==> config.mk <==
export PLATFORM = sky130hd
export DESIGN_NAME = shader_loader_flat
export DESIGN_NICKNAME = d
export VERILOG_FILES = /design/src/rtl/shader_loader_if.sv /design/src/rtl/shader_loader.sv /design/src/flat_wrapper.sv
export SDC_FILE = /design/constraint.sdc
export NUM_CORES = 1
export LEC_CHECK = 0
export BUFFER_PORTS_ARGS = -buffer_cell sky130_fd_sc_hd__buf_2
export CORE_MARGIN = 4
export CORE_UTILIZATION = 53
export CTS_CLUSTER_SIZE = 16
export DETAILED_ROUTE_END_ITERATION = 8
export GPL_ROUTABILITY_DRIVEN = 0
export GPL_TIMING_DRIVEN = 1
export PLACE_DENSITY = 0.83
export SLEW_MARGIN = 30
export SYNTH_ARGS = -nofsm -noshare
export SYNTH_HDL_FRONTEND = slang
export SYNTH_SLANG_ARGS = --single-unit
==> constraint.sdc <==
create_clock -name clk_i -period 2.25 [get_ports clk_i]
set_clock_uncertainty 0.1 [all_clocks]
set_input_delay 0.1125 -clock clk_i [delete_from_list [all_inputs] [get_ports clk_i]]
set_output_delay 0.1125 -clock clk_i [all_outputs]
set_load 0.01 [all_outputs]
==> src/rtl/shader_loader_if.sv <==
// rtl/shader_loader_if.sv - shader memory write port shared by loader, memory and core
// Purpose: bundles the memory shift/load/instr port with the core's fetch shift
//          request and the busy stall back to the core.
// Signals:
//   exec_shift  core -> loader : circular fetch shift request
//   shift       loader -> mem  : memory shift strobe
//   load        loader -> mem  : memory load strobe (replace shifted-in word)
//   instr[7:0]  loader -> mem  : instruction word to load
//   busy        loader -> core : load in progress, core must not request shifts
interface shader_loader_if;
    logic       exec_shift;
    logic       shift;
    logic       load;
    logic [7:0] instr;
    logic       busy;

    modport master (
        input  exec_shift,
        output shift,
        output load,
        output instr,
        output busy
    );

    modport slave (
        output exec_shift,
        input  shift,
        input  load,
        input  instr,
        input  busy
    );
endinterface

==> src/rtl/shader_loader.sv <==
// rtl/shader_loader.sv - SPI mode-0 receiver that writes shader programs into shader memory
// Purpose: deserialises MOSI bytes (MSB first) clocked by an asynchronous SPI
//          clock, and turns each completed byte into one memory load cycle,
//          merged with the core's circular fetch shifts.
// Ports:
//   clk_i         system clock, the only clock
//   rst_i         synchronous active-high reset
//   spi_sclk_i    async SPI clock, sampled on its rising edge (f_sclk <= f_clk/4)
//   spi_mosi_i    async SPI data, MSB first
//   spi_csn_i     async SPI chip select, active-low
//   mem           shader_loader_if master: exec_shift in; shift/load/instr/busy out
//   done_o        1-cycle pulse after the write that wraps byte_count_o
//   overrun_o     sticky until next frame start: a byte was dropped
//   byte_count_o  writes in the current frame, modulo NUM_INSTR
module shader_loader #(
    parameter int  NUM_INSTR = 8,
    localparam int CW        = (NUM_INSTR > 1) ? $clog2(NUM_INSTR) : 1
) (
    input  logic            clk_i,
    input  logic            rst_i,
    input  logic            spi_sclk_i,
    input  logic            spi_mosi_i,
    input  logic            spi_csn_i,
    shader_loader_if.master mem,
    output logic            done_o,
    output logic            overrun_o,
    output logic [CW-1:0]   byte_count_o
);

    localparam logic [CW-1:0] LAST_COUNT = CW'(NUM_INSTR - 1);

    // Two-flop synchronisers plus one history flop for edge detection.
    logic r_sclk_m, r_sclk_s, r_sclk_q;
    logic r_csn_m,  r_csn_s,  r_csn_q;
    logic r_mosi_m, r_mosi_s;

    logic [2:0]    r_bit_cnt;
    logic [7:0]    r_shreg;
    logic [7:0]    r_byte_q;
    logic          r_pending_q;
    logic [CW-1:0] r_byte_count;
    logic          r_done;
    logic          r_overrun;
    logic          r_busy;

    logic       w_sclk_rise;
    logic       w_csn_fall;
    logic       w_csn_rise;
    logic [7:0] w_byte;
    logic       w_byte_done;
    logic       w_wr;

    assign w_sclk_rise = r_sclk_s & ~r_sclk_q;
    assign w_csn_fall  = ~r_csn_s & r_csn_q;
    assign w_csn_rise  = r_csn_s & ~r_csn_q;
    assign w_byte      = {r_shreg[6:0], r_mosi_s};
    // Eighth bit of a byte arrives; frame boundaries take precedence.
    assign w_byte_done = w_sclk_rise & ~r_csn_s & ~w_csn_fall & (r_bit_cnt == 3'd7);
    // The core's fetch shift wins; a pending byte simply waits for a free cycle.
    assign w_wr        = r_pending_q & ~mem.exec_shift;

    always_comb begin
        mem.shift = mem.exec_shift;
        mem.load  = 1'b0;
        mem.instr = 8'h00;
        if (!rst_i) begin
            mem.load  = w_wr;
            mem.shift = w_wr | mem.exec_shift;
            mem.instr = r_byte_q;
        end
    end

    assign mem.busy     = r_busy;
    assign done_o       = r_done;
    assign overrun_o    = r_overrun;
    assign byte_count_o = r_byte_count;

    always_ff @(posedge clk_i) begin
        if (rst_i) begin
            r_sclk_m     <= 1'b0;
            r_sclk_s     <= 1'b0;
            r_sclk_q     <= 1'b0;
            r_csn_m      <= 1'b1;
            r_csn_s      <= 1'b1;
            r_csn_q      <= 1'b1;
            r_mosi_m     <= 1'b0;
            r_mosi_s     <= 1'b0;
            r_bit_cnt    <= 3'd0;
            r_shreg      <= 8'h00;
            r_byte_q     <= 8'h00;
            r_pending_q  <= 1'b0;
            r_byte_count <= '0;
            r_done       <= 1'b0;
            r_overrun    <= 1'b0;
            r_busy       <= 1'b0;
        end else begin
            r_sclk_m <= spi_sclk_i;
            r_sclk_s <= r_sclk_m;
            r_sclk_q <= r_sclk_s;
            r_csn_m  <= spi_csn_i;
            r_csn_s  <= r_csn_m;
            r_csn_q  <= r_csn_s;
            r_mosi_m <= spi_mosi_i;
            r_mosi_s <= r_mosi_m;

            // Either frame edge restarts bit alignment; a partial byte is lost.
            if (w_csn_fall || w_csn_rise) begin
                r_bit_cnt <= 3'd0;
            end else if (w_sclk_rise && !r_csn_s) begin
                r_shreg   <= w_byte;
                r_bit_cnt <= r_bit_cnt + 3'd1;
            end

            // Only one byte of buffering: a byte completing while the previous
            // one is still pending is dropped rather than corrupting byte_q.
            if (w_byte_done && !r_pending_q) begin
                r_byte_q    <= w_byte;
                r_pending_q <= 1'b1;
            end else if (w_wr) begin
                r_pending_q <= 1'b0;
            end

            if (w_csn_fall) begin
                r_overrun <= 1'b0;
            end else if (w_byte_done && r_pending_q) begin
                r_overrun <= 1'b1;
            end

            if (w_csn_fall) begin
                r_byte_count <= '0;
            end else if (w_wr) begin
                r_byte_count <= (r_byte_count == LAST_COUNT) ? '0 : r_byte_count + 1'b1;
            end

            r_done <= w_wr && (r_byte_count == LAST_COUNT);
            r_busy <= ~r_csn_s | r_pending_q;
        end
    end

endmodule

==> src/flat_wrapper.sv <==
// flat-port wrapper written by rule: the top's interface ports become plain ports
module shader_loader_flat 
#(
    parameter int  NUM_INSTR = 8,
    localparam int CW        = (NUM_INSTR > 1) ? $clog2(NUM_INSTR) : 1
)
  (clk_i, rst_i, spi_sclk_i, spi_mosi_i, spi_csn_i, done_o, overrun_o, byte_count_o, mem_exec_shift, mem_shift, mem_load, mem_instr, mem_busy);
  shader_loader_if mem_i ();
  input  logic clk_i;
  input  logic rst_i;
  input  logic spi_sclk_i;
  input  logic spi_mosi_i;
  input  logic spi_csn_i;
  output logic done_o;
  output logic overrun_o;
  output logic [CW-1:0] byte_count_o;
  input wire logic [$bits(mem_i.exec_shift)-1:0] mem_exec_shift;
  output wire logic [$bits(mem_i.shift)-1:0] mem_shift;
  output wire logic [$bits(mem_i.load)-1:0] mem_load;
  output wire logic [$bits(mem_i.instr)-1:0] mem_instr;
  output wire logic [$bits(mem_i.busy)-1:0] mem_busy;
  assign mem_i.exec_shift = mem_exec_shift;
  assign mem_shift = mem_i.shift;
  assign mem_load = mem_i.load;
  assign mem_instr = mem_i.instr;
  assign mem_busy = mem_i.busy;
  shader_loader #(.NUM_INSTR(NUM_INSTR)) u_core (.clk_i(clk_i), .rst_i(rst_i), .spi_sclk_i(spi_sclk_i), .spi_mosi_i(spi_mosi_i), .spi_csn_i(spi_csn_i), .mem(mem_i), .done_o(done_o), .overrun_o(overrun_o), .byte_count_o(byte_count_o));
endmodule
==> metrics <==
post-synthesis sequential area ratio 0.513; #FFs+latches synth 33; Place WS 0.471 ns; die height 57.3 µm; synth top area cells dfxtp_1, mux2i_1, nand2b_1; Hold Path Depth 2; Worst Max-Slew Pin Slew 0.441 ns; met2 routed WL 1.12 mm; sequential power share 0.550; # DRC 0; Via density 4.88; Post-Syn Area 1290 µm²; Yosys top cell by area dfxtp_1; Max-Cap Viols 0; Post-Route WL 2.17 mm; post-synth top area share 0.513; Starting Density 0.571; Core ar. 2250 µm²; max-slew violation count 0; Crit-path slowest cell dfxtp_1; fin crit share 0.787; largest net degree at the start of global routing 33; 1st-iter DRT viols 8; outcome finished clean; CP top delay family flip-flops; Sink Count 33; clk slew on worst S/H paths 0.10 ns; Startpoint Class register; Routed Antenna Nets 0; Post-CTS Setup Bufs 0; worst vdd ir 0.507 mV; CTS Buf Count 5; die width 57.3 µm; post-CTS resize count 0; GR Util All Layers 0.150; RSZ-0062 raised after global routing no; Worst EP required 2.37 ns; min Tclk post-route 1.77 ns; nets 158; routed length per instance 12.3 µm; Fin. Hold Viols 0; yosys warns 0; max frequency 0.565 GHz; P_leak 0.743 nW; pwr dens 703 nW/µm²; kind of critical path reg2reg; I/O pins 22; CP max stage delay 0.44 ns; Final Setup Violations 0; Worst-Skew Late Latency 0.32 ns; root buf cell clkbuf_4; switch share 0.190; synth unique cells 22; DP Wirelength 1.56 mm; Initial DRT Pass Iterations 4; Clk network pwr share 0.418; htree depth 2; Buf/Inv on CP 1; Data arrival, critical path 1.89 ns; Antenna diodes 0; Port-buffer cells 21; R2R depth 4; CP Depth 4; CTS tree built; fin worst setup slack 0.480 ns; Mapped Avg Cell Area 10.8 µm²; standard-cell rows 17; number of fill cells in the layout 186; Worst Path Max Fanout 8; gr ovfl total 0; CP cell instances inv_1 -> ha_1 -> and4bb_2 -> mux2_2; setup TNS 0 ns; endpoint class of the critical path register; combinational power share 0.033; DR WL met3 161 µm; initial antenna violation count 0; HP Class in2reg; Area Growth Syn to Fin 19.3%; vias in the first global route 891; relative slew slack 0.706; vias post-DR 859; die area 3280 µm²; syn_nets 130; layout cells sized above 1 0.250; Syn Inst Count 119; DRT met1 WL 856 µm; hold buffers post-CTS 4; P_sw 205 µW; Top Metal Used met4; global-route wire length before repair 3.65 mm; Pint 875 µW; CTS Buffer Depth 2
state kept, by name, summed over array words and instances (netlist names):
register	cells
u_core.r_bit_cnt	3
u_core.done_o	1
u_core.byte_count_o	3
u_core.r_csn_q	1
u_core.mem.busy	1
u_core.r_csn_s	1
u_core.r_csn_m	1
u_core.r_mosi_m	1
u_core.r_sclk_s	1
u_core.r_shreg	7
u_core.r_mosi_s	1
u_core.r_byte_q	8
u_core.r_sclk_m	1
u_core.overrun_o	1
u_core.r_sclk_q	1
u_core.r_pending_q	1
cell families (layout without fill, tap and decap cells):
group	count (synthesis)	in the layout	share of synthesized area
fa+ha+maj	5	5	0.0486
compound gates	4	4	0.0165
flops	33	33	0.513
xor+xnor	1	1	0.00680
buf+inv	12	41	0.0360
mux	19	19	0.156
simple gates	45	45	0.223
cells in the final DEF (no fill, tap or decap), types with 2 or more instances in the layout:
master / count
dfxtp_1: 33
buf_2: 21
mux2i_1: 16
nand2b_1: 15
nor2b_1: 11
inv_1: 8
nor2_1: 6
ha_1: 5
clkbuf_4: 5
nor3_1: 4
dlygate4sd3_1: 4
or2_2: 3
nand2_1: 2
mux2_4: 2
a21oi_1: 2
power by group through the flow:
stage	combinational [mW]	sequential (mW)	clock (mW)
floorplan	0.0212	0.606	0
global placement	0.0295	0.607	0
detailed placement	0.0308	0.607	0
CTS	0.0361	0.594	0.457
global route	0.0397	0.595	0.491
finish	0.0355	0.594	0.451
cell type report:
| type | count | area (µm²) | area share |
|---|---|---|---|
| sequential | 33 | 661 | 0.430 |
| multi-input combinational | 74 | 581 | 0.378 |
| timing repair buffer | 25 | 145 | 0.0945 |
| clock buffer | 7 | 55.1 | 0.0358 |
| tap | 28 | 35.0 | 0.0228 |
| clock inverter | 1 | 30.0 | 0.0195 |
| inverter | 8 | 30.0 | 0.0195 |
synthesized netlist by cell type, drive strengths merged:
| library cell | n |
|---|---|
| buf | 1 |
| a21oi | 2 |
| inv | 8 |
| xnor2 | 1 |
| nor2 | 6 |
| ha | 5 |
| nor2b | 11 |
| a31oi | 1 |
| or2 | 3 |
| nor3 | 4 |
| nand3 | 1 |
| nand2b | 15 |
| mux2 | 3 |
| o21ai | 1 |
| nor3b | 1 |
| dfxtp | 33 |
| and2 | 1 |
| clkbuf | 3 |
| mux2i | 16 |
| nand2 | 2 |
| and4bb | 1 |
path summary, 6_finish.rpt:
kind / endpoint / from / slack (ns)
setup / recovery: u_core.r_shreg[0] / u_core.r_csn_s / 0.48
hold / removal: u_core.r_sclk_m / rst_i / 0.11
setup reg to reg: u_core.r_shreg[0] / u_core.r_csn_s / 0.48
hold reg to reg: u_core.r_csn_s / u_core.r_csn_m / 0.32
per-layer routing:
metal / vias to the layer above / track usage
li1: 446 / -
met4: 0 / 0.0563
met3: 6 / 0.0701
met5: - / 0
met2: 22 / 0.269
met1: 385 / 0.149
worst reg2reg max path, delay by kind of cell, from the launching register on:
family        cells  cell delay, ns
simple gates      1            0.38
flops             1            0.44
mux               1            0.37
buf+inv           1            0.08
fa+ha+maj         1            0.30
metrics by stage:
step	util	cell area (µm²)	instances	power [mW]	hold slack, ns
2_1_floorplan	-	1290	119	0.628	0.116
3_3_place_gp	0.626	1410	164	0.636	0.199
3_5_place_dp	0.626	1410	164	0.638	0.202
4_1_cts	0.681	1540	176	1.09	0.118
5_1_grt	0.681	1540	176	1.13	0.141
6_report	0.681	1540	176	1.08	0.115
Power figures use the tool's default switching activity.
